[config.mk]
export PLATFORM = sky130hd
export DESIGN_NAME = vga_overlay_painter
export DESIGN_NICKNAME = d
export VERILOG_FILES = /design/src/rtl/vga_overlay_painter.sv
export SDC_FILE = /design/constraint.sdc
export NUM_CORES = 1
export LEC_CHECK = 0
export BUFFER_PORTS_ARGS = -buffer_cell sky130_fd_sc_hd__buf_4
export CAP_MARGIN = 20
export CORE_ASPECT_RATIO = 1.2
export CORE_MARGIN = 1.5
export CORE_UTILIZATION = 45
export CTS_CLUSTER_DIAMETER = 30
export CTS_CLUSTER_SIZE = 20
export DETAILED_ROUTE_END_ITERATION = 8
export PLACE_DENSITY = 0.62
export SYNTH_ARGS = -nofsm -noshare
export SYNTH_HDL_FRONTEND = slang
export SYNTH_SLANG_ARGS = --single-unit
[constraint.sdc]
create_clock -name clk -period 3.7 [get_ports clk]
set_clock_uncertainty 0.15 [all_clocks]
set_input_delay 0.37 -clock clk [delete_from_list [all_inputs] [get_ports clk]]
set_output_delay 0.37 -clock clk [all_outputs]
set_load 0.01 [all_outputs]
[src/rtl/vga_overlay_painter.sv]
// Once-per-frame painter feeding the VGA pixel-write port: background raster, optional
// BCD glyph row, then a clipped square cursor, through a one-stage address->pixel pipeline.
module vga_overlay_painter #(
    parameter int SCREEN_W     = 320,
    parameter int SCREEN_H     = 240,
    parameter int NUM_DIGITS   = 4,
    parameter int GLYPH_W      = 18,
    parameter int GLYPH_H      = 18,
    parameter int DIGIT_X0     = 120,
    parameter int DIGIT_Y0     = 155,
    parameter int CURSOR_SIZE  = 4,
    parameter int CURSOR_COLOR = 0,
    parameter int COLOR_W      = 3,
    parameter int LEAD_BLANK   = 1
) (
    input  logic                    clk,
    input  logic                    iReset,
    input  logic                    V_SYNC,
    input  logic                    digits_en,
    input  logic [4*NUM_DIGITS-1:0] bcd,
    input  logic [8:0]              mouse_x,
    input  logic [7:0]              mouse_y,
    output logic [16:0]             bg_addr,
    input  logic [COLOR_W-1:0]      bg_q,
    output logic [12:0]             glyph_addr,
    input  logic [COLOR_W-1:0]      glyph_q,
    output logic [8:0]              x,
    output logic [7:0]              y,
    output logic [COLOR_W-1:0]      color,
    output logic                    writeEn,
    output logic                    busy,
    output logic                    frame_done,
    output logic                    overrun
);

    typedef enum logic [2:0] {ST_IDLE, ST_BG, ST_DIGITS, ST_CURSOR, ST_DONE} state_t;
    typedef enum logic [1:0] {SRC_NONE, SRC_BG, SRC_GLYPH, SRC_CURSOR} src_t;

    localparam int SLOT_W = (NUM_DIGITS > 1) ? $clog2(NUM_DIGITS) : 1;
    localparam logic [8:0]         BG_X_LAST  = 9'(SCREEN_W - 1);
    localparam logic [7:0]         BG_Y_LAST  = 8'(SCREEN_H - 1);
    localparam logic [8:0]         GL_X_LAST  = 9'(GLYPH_W - 1);
    localparam logic [7:0]         GL_Y_LAST  = 8'(GLYPH_H - 1);
    localparam logic [8:0]         CUR_X_LAST = 9'(CURSOR_SIZE - 1);
    localparam logic [7:0]         CUR_Y_LAST = 8'(CURSOR_SIZE - 1);
    localparam logic [8:0]         HALF_X     = 9'(CURSOR_SIZE / 2);
    localparam logic [7:0]         HALF_Y     = 8'(CURSOR_SIZE / 2);
    localparam logic [9:0]         SCREEN_W_L = 10'(SCREEN_W);
    localparam logic [8:0]         SCREEN_H_L = 9'(SCREEN_H);
    localparam logic [8:0]         DIGIT_X0_L = 9'(DIGIT_X0);
    localparam logic [7:0]         DIGIT_Y0_L = 8'(DIGIT_Y0);
    localparam logic [8:0]         GLYPH_W_L  = 9'(GLYPH_W);
    localparam logic [12:0]        GLYPH_AREA = 13'(GLYPH_W * GLYPH_H);
    localparam logic [SLOT_W-1:0]  SLOT_LAST  = SLOT_W'(NUM_DIGITS - 1);
    localparam logic [SLOT_W-1:0]  SLOT_ONE   = SLOT_W'(1);
    localparam logic [COLOR_W-1:0] CUR_COLOR  = COLOR_W'(CURSOR_COLOR);

    // Slot 0 is the most significant nibble.
    function automatic logic [3:0] nibble_at(input logic [4*NUM_DIGITS-1:0] v, input int s);
        return v[4*(NUM_DIGITS-1-s) +: 4];
    endfunction

    function automatic logic [12:0] glyph_base(input logic [3:0] nib);
        return {9'd0, nib} * GLYPH_AREA;
    endfunction

    // A slot is drawn unless its nibble is invalid BCD or it is a leading zero (last slot always shown).
    function automatic logic [NUM_DIGITS-1:0] slot_mask(input logic [4*NUM_DIGITS-1:0] v);
        logic [NUM_DIGITS-1:0] m;
        logic                  leading;
        logic [3:0]            nib;
        m       = {NUM_DIGITS{1'b0}};
        leading = 1'b1;
        for (int s = 0; s < NUM_DIGITS; s++) begin
            nib = nibble_at(v, s);
            if (nib > 4'd9) begin
                m[s] = 1'b0;
            end else if ((LEAD_BLANK != 0) && (nib == 4'd0) && leading && (s < NUM_DIGITS - 1)) begin
                m[s] = 1'b0;
            end else begin
                m[s] = 1'b1;
            end
            if (nib != 4'd0) begin
                leading = 1'b0;
            end
        end
        return m;
    endfunction

    state_t                  state_r;
    src_t                    src_r;
    logic                    vs_prev_r, digits_en_r;
    logic [4*NUM_DIGITS-1:0] bcd_r;
    logic [NUM_DIGITS-1:0]   mask_r;
    logic [8:0]              ox_r, cx_r, slot_x_r, px_r;
    logic [7:0]              oy_r, cy_r, py_r;
    logic [SLOT_W-1:0]       slot_r;
    logic [16:0]             bg_addr_r;
    logic [12:0]             glyph_addr_r;
    logic                    we_r, busy_r, frame_done_r, overrun_r;
    logic                    frame_start_s;
    logic [9:0]              cur_x_s;
    logic [8:0]              cur_y_s;

    assign frame_start_s = vs_prev_r & ~V_SYNC;
    // Widened so off-screen cursor cells are clipped rather than wrapped.
    assign cur_x_s = {1'b0, ox_r} + {1'b0, cx_r};
    assign cur_y_s = {1'b0, oy_r} + {1'b0, cy_r};

    // Frame FSM: stage 0 scan counters/addresses and stage 1 pixel registers.
    always_ff @(posedge clk) begin
        if (iReset) begin
            state_r      <= ST_IDLE;
            src_r        <= SRC_NONE;
            vs_prev_r    <= 1'b1;
            digits_en_r  <= 1'b0;
            bcd_r        <= {(4*NUM_DIGITS){1'b0}};
            mask_r       <= {NUM_DIGITS{1'b0}};
            ox_r         <= 9'd0;
            oy_r         <= 8'd0;
            cx_r         <= 9'd0;
            cy_r         <= 8'd0;
            slot_r       <= {SLOT_W{1'b0}};
            slot_x_r     <= 9'd0;
            bg_addr_r    <= 17'd0;
            glyph_addr_r <= 13'd0;
            px_r         <= 9'd0;
            py_r         <= 8'd0;
            we_r         <= 1'b0;
            busy_r       <= 1'b0;
            frame_done_r <= 1'b0;
            overrun_r    <= 1'b0;
        end else begin
            vs_prev_r    <= V_SYNC;
            overrun_r    <= frame_start_s && (state_r != ST_IDLE);
            frame_done_r <= 1'b0;
            case (state_r)
                ST_IDLE: begin
                    we_r  <= 1'b0;
                    src_r <= SRC_NONE;
                    if (frame_start_s) begin
                        digits_en_r  <= digits_en;
                        bcd_r        <= bcd;
                        mask_r       <= slot_mask(bcd);
                        ox_r         <= (mouse_x >= HALF_X) ? (mouse_x - HALF_X) : 9'd0;
                        oy_r         <= (mouse_y >= HALF_Y) ? (mouse_y - HALF_Y) : 8'd0;
                        cx_r         <= 9'd0;
                        cy_r         <= 8'd0;
                        slot_r       <= {SLOT_W{1'b0}};
                        bg_addr_r    <= 17'd0;
                        glyph_addr_r <= 13'd0;
                        busy_r       <= 1'b1;
                        state_r      <= ST_BG;
                    end
                end
                ST_BG: begin
                    px_r  <= cx_r;
                    py_r  <= cy_r;
                    we_r  <= 1'b1;
                    src_r <= SRC_BG;
                    if (cx_r == BG_X_LAST) begin
                        cx_r <= 9'd0;
                        if (cy_r == BG_Y_LAST) begin
                            cy_r         <= 8'd0;
                            slot_r       <= {SLOT_W{1'b0}};
                            slot_x_r     <= DIGIT_X0_L;
                            glyph_addr_r <= glyph_base(nibble_at(bcd_r, 0));
                            state_r      <= digits_en_r ? ST_DIGITS : ST_CURSOR;
                        end else begin
                            cy_r      <= cy_r + 8'd1;
                            bg_addr_r <= bg_addr_r + 17'd1;
                        end
                    end else begin
                        cx_r      <= cx_r + 9'd1;
                        bg_addr_r <= bg_addr_r + 17'd1;
                    end
                end
                ST_DIGITS: begin
                    px_r  <= slot_x_r + cx_r;
                    py_r  <= DIGIT_Y0_L + cy_r;
                    we_r  <= mask_r[slot_r];
                    src_r <= SRC_GLYPH;
                    if (cx_r == GL_X_LAST) begin
                        cx_r <= 9'd0;
                        if (cy_r == GL_Y_LAST) begin
                            cy_r <= 8'd0;
                            if (slot_r == SLOT_LAST) begin
                                state_r <= ST_CURSOR;
                            end else begin
                                slot_r       <= slot_r + SLOT_ONE;
                                slot_x_r     <= slot_x_r + GLYPH_W_L;
                                glyph_addr_r <= glyph_base(nibble_at(bcd_r, int'(slot_r) + 1));
                            end
                        end else begin
                            cy_r         <= cy_r + 8'd1;
                            glyph_addr_r <= glyph_addr_r + 13'd1;
                        end
                    end else begin
                        cx_r         <= cx_r + 9'd1;
                        glyph_addr_r <= glyph_addr_r + 13'd1;
                    end
                end
                ST_CURSOR: begin
                    px_r  <= cur_x_s[8:0];
                    py_r  <= cur_y_s[7:0];
                    we_r  <= (cur_x_s < SCREEN_W_L) && (cur_y_s < SCREEN_H_L);
                    src_r <= SRC_CURSOR;
                    if (cx_r == CUR_X_LAST) begin
                        cx_r <= 9'd0;
                        if (cy_r == CUR_Y_LAST) begin
                            cy_r    <= 8'd0;
                            state_r <= ST_DONE;
                        end else begin
                            cy_r <= cy_r + 8'd1;
                        end
                    end else begin
                        cx_r <= cx_r + 9'd1;
                    end
                end
                ST_DONE: begin
                    we_r         <= 1'b0;
                    src_r        <= SRC_NONE;
                    frame_done_r <= 1'b1;
                    busy_r       <= 1'b0;
                    state_r      <= ST_IDLE;
                end
                default: begin
                    we_r    <= 1'b0;
                    src_r   <= SRC_NONE;
                    busy_r  <= 1'b0;
                    state_r <= ST_IDLE;
                end
            endcase
        end
    end

    // Pixel colour follows the stage-1 source tag; ROM data is already aligned to it.
    always_comb begin
        color = {COLOR_W{1'b0}};
        case (src_r)
            SRC_BG:     color = bg_q;
            SRC_GLYPH:  color = glyph_q;
            SRC_CURSOR: color = CUR_COLOR;
            default:    color = {COLOR_W{1'b0}};
        endcase
    end

    assign bg_addr    = bg_addr_r;
    assign glyph_addr = glyph_addr_r;
    assign x          = px_r;
    assign y          = py_r;
    assign writeEn    = we_r;
    assign busy       = busy_r;
    assign frame_done = frame_done_r;
    assign overrun    = overrun_r;

endmodule
==> Yosys cells after proc, flatten, opt, wreduce, memory -nomap -nowiden <==
Index checks and enable logic that the tools add are counted.
{ "totals": {"in_bits": 43, "output_inout_bits": 54, "word_cells": 173, "regBits": 123} }
{ "op_classes": {"addsub": 14, "multipliers": 2, "n_eq_ne": 24, "n_mux": 74, "shifts": 1, "n_lt_le_gt_ge": 9, "n_reduce_logical": 26, "bitwise": 3} }
{ "ops": {"columns": ["cell", "n"], "rows": [
  ["$mux W9", 10],
  ["$mux W13", 6],
  ["$mux W8", 8],
  ["$mux W17", 3],
  ["$pmux W13 S3", 1],
  ["$pmux W9 S4", 1],
  ["$pmux W17 S2", 1],
  ["$pmux W8 S4", 1],
  ["$pmux W9 S3", 1],
  ["$mux W3", 8],
  ["$pmux W8 S3", 1],
  ["$mul A4 B7 Y11 const B", 2],
  ["$mux W1", 19],
  ["$ne A2 B2 Y1 const B", 9],
  ["$pmux W9 S2", 1],
  ["$add A17 B1 Y17 const B", 1],
  ["$gt A4 B4 Y1 const B", 4],
  ["$shiftx A16 B6 Y4", 1],
  ["$add A13 B1 Y13 const B", 1],
  ["$logic_not A4 Y1", 3],
  ["$mux W2", 6],
  ["$pmux W2 S3", 2],
  ["$pmux W3 S4", 1],
  ["$reduce_bool A4 Y1", 3],
  ["47 further kinds", 59]
]} }

==> Depth between registers and ports, before layout <==
{ "depth": {"word_depth": 12, "ltp_mapped": 10, "ltp_nobuf": 9} }

==> Worst setup path before layout <==
Ideal clock, no wire load.
{ "synth_path": {"kind": "register -> register", "start": "reg slot_r[0]", "end": "reg glyph_addr_r[12], in the netlist glyph_addr[12]", "stages_incl_launch_ff": 10, "period_less_slack_ns": 2.637, "arrival_time_ns": 2.369, "setup_slack_ns": 1.063, "required_ns": 3.431, "setup_ns": 0.119, "cell_sequence": "dfxtp_1 -> buf_2 -> mux4_2 -> nor2b_1 -> ha_1 -> ha_1 -> ha_1 -> a311oi_1 -> a211oi_1 -> o221a_1"} }
{ "synth_via": {"elab_chain_cells": 8, "elab_cells_between_ends": 11, "cone_classes": "2 x add/sub; 1 x mul; 2 x eq/ne; 1 x shift; 4 x mux; 1 x reduce/logical"} }
{ "synth_rtl": {"columns": ["item", "line_no", "rtl"], "rows": [
  ["start, declared", "97", "logic [SLOT_W-1:0] slot_r;"],
  ["start signal, assigned", "123", "slot_r <= {SLOT_W{1'b0}};"],
  ["start signal, assigned", "149", "slot_r <= {SLOT_W{1'b0}};"],
  ["start signal, assigned", "165", "slot_r <= {SLOT_W{1'b0}};"],
  ["$add A2 B1 Y3", "192", "glyph_addr_r <= glyph_base(nibble_at(bcd_r, int'(slot_r) + 1));"],
  ["$sub A2 B3 Y4", "60", "return v[4*(NUM_DIGITS-1-s) +: 4];"],
  ["$shiftx A16 B6 Y4", "60", null],
  ["$mul A4 B7 Y11", "64", "return {9'd0, nib} * GLYPH_AREA;"],
  ["$mux W13", "187", "if (slot_r == SLOT_LAST) begin"],
  ["$mux W13", "185", "if (cy_r == GL_Y_LAST) begin"],
  ["$mux W13", "183", "if (cx_r == GL_X_LAST) begin"],
  ["$pmux W13 S3", "137", "case (state_r)"],
  ["end signal, assigned", "192", null],
  ["end signal, assigned", "196", "glyph_addr_r <= glyph_addr_r + 13'd1;"],
  ["end signal, assigned", "200", "glyph_addr_r <= glyph_addr_r + 13'd1;"],
  ["end, declared", "99", "logic [12:0] glyph_addr_r;"]
]} }
Several ways; a longest one is shown, not always the timed one. The select of a mux whose other input is x is not followed.
A chain may end at the register's enable or synchronous reset.

==> Worst setup path after layout <==
Same ends and word-level chain as after synthesis.

==> impl_table.tex <==
\begin{tabular}{lr}
\hline
Metric & Value \\
\hline
\multicolumn{2}{l}{\textbf{Power and ir drop}} \\
\quad Net Sw Frac & 36.1\% \\
\quad Internal power component & 3320 uW \\
\quad Comb power frac & 32.9\% \\
\quad Total power per unit cell area & 581 nW/um2 \\
\quad Clk pwr share & 33.0\% \\
\quad Leakage Power & 0.00368 uW \\
\quad Switching component of the power & 1880 uW \\
\quad VDD IR max & 0.349 mV \\
\quad Sequential fraction of design power & 34.2\% \\
\multicolumn{2}{l}{\textbf{Drt}} \\
\quad Routed wl met3 & 931 um \\
\quad Final Routed Wirelength & 20400 um \\
\quad Residual antenna-violating net count after detailed routing & 0 \\
\quad Number of vias in the routed layout & 6912 \\
\quad DRC & 0 \\
\quad Detailed Route Iter0 Violations & 548 \\
\quad Average wire per cell in the routed design & 16.9 um \\
\quad Drt first pass iters & 5 \\
\quad Top routing layer in use & met4 \\
\quad Number of vias per cell after detailed routing & 5.71 \\
\quad Length of routed wiring on met1 & 9440 um \\
\quad Routed length on met2 & 9750 um \\
\multicolumn{2}{l}{\textbf{Critical path}} \\
\quad Largest fanout of any net on the critical path & 7 \\
\quad Setup Crit Path Kind & register to register \\
\quad Crit path required time & 3860 ps \\
\quad Critical path startpoint category & register \\
\quad Worst path slowest cell & sky130\_fd\_sc\_hd\_\_dfxtp\_1 \\
\quad Critical Path AT & 3110 ps \\
\quad Longest individual stage delay on the worst path & 540 ps \\
\quad Most used cell along the critical path & sky130\_fd\_sc\_hd\_\_ha\_1 \\
\quad Critical path cell sequence & ha\_1 > mux4\_2 > nor2b\_1 > ha\_1 > ha\_1 > ha\_1 > a311oi\_1 > a211oi\_1 > o221a\_1 \\
\quad Element type at the critical path end & register \\
\multicolumn{2}{l}{\textbf{Logic synthesis}} \\
\quad Sequential share of the synthesized area & 32.9\% \\
\quad Mean instance size in the synthesized netlist & 8.26 um2 \\
\quad Post-Synthesis Net Count & 993 \\
\quad Number of enable-type register cells in the synthesized netlist & 0 \\
\quad Area of the mapped netlist & 7420 um2 \\
\quad Instance count of the mapped netlist & 899 \\
\quad Number of flip-flops and latches in the synthesized netlist & 122 \\
\quad Top area cells in the synthesized netlist & sky130\_fd\_sc\_hd\_\_dfxtp\_1 (33\%), sky130\_fd\_sc\_hd\_\_ha\_1 (8.3\%), sky130\_fd\_sc\_hd\_\_a21oi\_1 (5.4\%) \\
\quad Post-synth top area share & 32.9\% \\
\quad Syn. warnings & 0 \\
\quad Number of distinct library cells after synthesis & 79 \\
\quad Primary flip-flop cell chosen by synthesis mapping & sky130\_fd\_sc\_hd\_\_dfxtp\_1 \\
\quad Fraction of registers with async set or reset after synthesis & 0\% \\
\quad Most area-hungry cell type in the Yosys netlist & sky130\_fd\_sc\_hd\_\_dfxtp\_1 \\
\multicolumn{2}{l}{\textbf{Floorplan}} \\
\quad Chip Height & 144 um \\
\quad Starting Density & 45.8\% \\
\quad Area inside the core boundary & 16200 um2 \\
\quad Standard-cell rows & 51 \\
\quad Die X & 120 um \\
\quad Die outline area & 17300 um2 \\
\quad Boundary Pins & 97 \\
\multicolumn{2}{l}{\textbf{Min path}} \\
\quad Worst min-delay path category & input port to register \\
\multicolumn{2}{l}{\textbf{Layout}} \\
\quad Share of post-route cells with drive strength above 1 & 17.6\% \\
\quad Synth-to-Final Area Change & 20.5\% \\
\quad Final antenna diode count & 0 \\
\quad Commonest cells after routing, fill and taps aside & sky130\_fd\_sc\_hd\_\_dfxtp\_1 (122), sky130\_fd\_sc\_hd\_\_buf\_4 (114), sky130\_fd\_sc\_hd\_\_nor2\_1 (94) \\
\quad Total Nets Final & 1080 \\
\quad Commonest non-fill, non-tap cell in the layout & sky130\_fd\_sc\_hd\_\_dfxtp\_1 \\
\multicolumn{2}{l}{\textbf{STA}} \\
\quad Post-route setup slack & 757 ps \\
\quad Tightest slew margin relative to the limit & 38.1\% \\
\quad Final setup violating endpoints & 0 \\
\quad Post-layout minimum cycle time & 2940 ps \\
\quad Hold Fails Final Rpt & 0 \\
\quad RSZ-0062 raised after global routing & no \\
\quad Transition time of the tightest slew-check pin & 929 ps \\
\quad Final worst-path cycle share & 79.5\% \\
\quad Slew Viols, Final & 0 \\
\quad Maximum operating frequency & 340 MHz \\
\quad Final setup TNS & 0 ps \\
\multicolumn{2}{l}{\textbf{Place}} \\
\quad Count of input and output buffers & 96 \\
\quad DP Wirelength & 14900 um \\
\quad Worst Setup Slack post-DPL & 739 ps \\
\quad Weighted congestion reported at the end of routability-driven placement & 0.847 \\
\multicolumn{2}{l}{\textbf{Clock network}} \\
\quad Resize count post-CTS & 0 \\
\quad Total clock buffers created by CTS & 17 \\
\quad Clock transition time at the flip-flop clock pins of the worst setup and hold paths & 60 ps \\
\quad TritonCTS clock tree & built \\
\quad Root Buffer & sky130\_fd\_sc\_hd\_\_clkbuf\_16 \\
\quad Maximum buffer depth of the clock tree & 2 \\
\quad H-tree depth & 4 \\
\quad Clock net sink count & 122 \\
\quad Skew-Pair Late Insertion Delay & 430 ps \\
\multicolumn{2}{l}{\textbf{Global route}} \\
\quad Global-route wire length before repair & 32600 um \\
\quad Number of antenna violations at the first check in global routing & 0 \\
\quad Vias in the first global route & 6199 \\
\quad Total congestion overflow after global routing & 0 \\
\quad Maximum number of pins on one net before global-route repair & 48 \\
\quad GRT Resource Usage Total & 24.0\% \\
\multicolumn{2}{l}{\textbf{Outcome}} \\
\quad Status & completed \\
\multicolumn{2}{l}{\textbf{Flow run}} \\
\quad Number of max-capacitance violations reported & 0 \\
\hline
\end{tabular}
-- cells by family after synthesis --
logic type,after synthesis,synth area share (%)
fa+ha+maj,51,8.80
compound gates,260,23.2
simple gates,313,20.2
mux,13,2.61
buf+inv,73,4.37
flops,122,32.9
xor+xnor,67,7.90
-- power by group through the flow --
| stage | registers [uW] | logic, uW | clock network [uW] |
|---|---|---|---|
| final | 1780 | 1710 | 1710 |
| after global routing | 1810 | 1900 | 1800 |
| after CTS | 1780 | 1710 | 1750 |
| after detailed placement | 1800 | 1690 | 0 |
| after global placement | 1800 | 1690 | 0 |
| after floorplan | 1780 | 1090 | 0 |
-- metrics by stage --
step / cells / area (um2) / total power, uW / hold WS [ps] / utilization [%]
CTS: 1211 / 8940 / 5230 / 24.0 / 55.2
global route: 1211 / 8940 / 5500 / 42.6 / 55.2
floorplan: 899 / 7420 / 2870 / 279 / -
detailed placement: 1178 / 8320 / 3500 / 297 / 51.4
global placement: 1178 / 8320 / 3490 / 290 / 51.4
finish: 1211 / 8940 / 5200 / 41.9 / 55.2
-- worst max-delay path, delay by kind of cell (launching register included) --
family	cells	cell delay (ps)
muxes	1	290
AOI/OAI and AO/OA	3	570
adders and majority gates	4	1110
and+or+nand+nor	1	180
DFF	1	540
-- state kept, by name, indices dropped and copies added (netlist names), 2 cells and up --
| signal | count |
|---|---|
| bcd_r | 16 |
| state_r | 3 |
| y | 8 |
| slot_x_r | 8 |
| x | 9 |
| oy_r | 8 |
| slot_r | 2 |
| ox_r | 9 |
| cy_r | 8 |
| cx_r | 9 |
| bg_addr | 17 |
| mask_r | 4 |
| glyph_addr | 13 |
| src_r | 2 |
-- metal layers --
metal  vias to the layer above  GRT usage (%)
met5                         -              0
met4                         0           8.24
met3                        23           3.97
met2                       164           39.3
met1                      3274           32.2
li1                       3451              -
-- final timing paths --
| path | from | slack [ps] | to | cells after the start |
|---|---|---|---|---|
| hold / removal | bcd[0] | 40 | bcd_r[0] | 3 |
| setup / recovery | slot_r[0] | 760 | glyph_addr[12] | 9 |
| hold reg to reg | mask_r[1] | 300 | mask_r[1] | 2 |
| setup reg to reg | slot_r[0] | 760 | glyph_addr[12] | 9 |
-- Yosys cell counts (5+ instances only) --
| cell | instances |
|---|---|
| sky130_fd_sc_hd__o31ai_1 | 5 |
| sky130_fd_sc_hd__mux4_2 | 5 |
| sky130_fd_sc_hd__a22oi_1 | 21 |
| sky130_fd_sc_hd__a31oi_1 | 11 |
| sky130_fd_sc_hd__inv_1 | 24 |
| sky130_fd_sc_hd__nor3_1 | 28 |
| sky130_fd_sc_hd__xnor2_1 | 36 |
| sky130_fd_sc_hd__o21a_1 | 5 |
| sky130_fd_sc_hd__nand4_1 | 5 |
| sky130_fd_sc_hd__buf_2 | 9 |
| sky130_fd_sc_hd__nand2b_1 | 6 |
| sky130_fd_sc_hd__a21oi_1 | 80 |
| sky130_fd_sc_hd__and3_1 | 10 |
| sky130_fd_sc_hd__buf_6 | 5 |
| sky130_fd_sc_hd__ha_1 | 49 |
| sky130_fd_sc_hd__dfxtp_1 | 122 |
| sky130_fd_sc_hd__nor2_1 | 94 |
| sky130_fd_sc_hd__clkbuf_1 | 28 |
| sky130_fd_sc_hd__a21o_1 | 6 |
| sky130_fd_sc_hd__mux2i_1 | 7 |
| sky130_fd_sc_hd__o211ai_1 | 14 |
| sky130_fd_sc_hd__and4_1 | 6 |
| sky130_fd_sc_hd__nor4_1 | 5 |
| sky130_fd_sc_hd__a211oi_1 | 14 |
| sky130_fd_sc_hd__nand2_1 | 92 |
| sky130_fd_sc_hd__o221a_2 | 5 |
| sky130_fd_sc_hd__o21ai_0 | 52 |
| sky130_fd_sc_hd__xor2_1 | 31 |
| sky130_fd_sc_hd__nor2b_1 | 12 |
| sky130_fd_sc_hd__nand3_1 | 27 |
-- timing repair --
action,4_1_cts,5_1_grt
endpoints found under the hold margin,1,0
hold buffers,1,0
buffers inserted,0,0
-- layout make-up --
class | instances | area [um2]
clock buffers | 19 | 443
well taps | 212 | 265
fillers | 1573 | 7260
flip-flops and latches | 122 | 2440
clock inverters | 13 | 166
multi-input cells | 704 | 4660
inverters | 26 | 97.6
repair buffers | 115 | 866
Note: power is estimated with default switching activity, not from simulation.
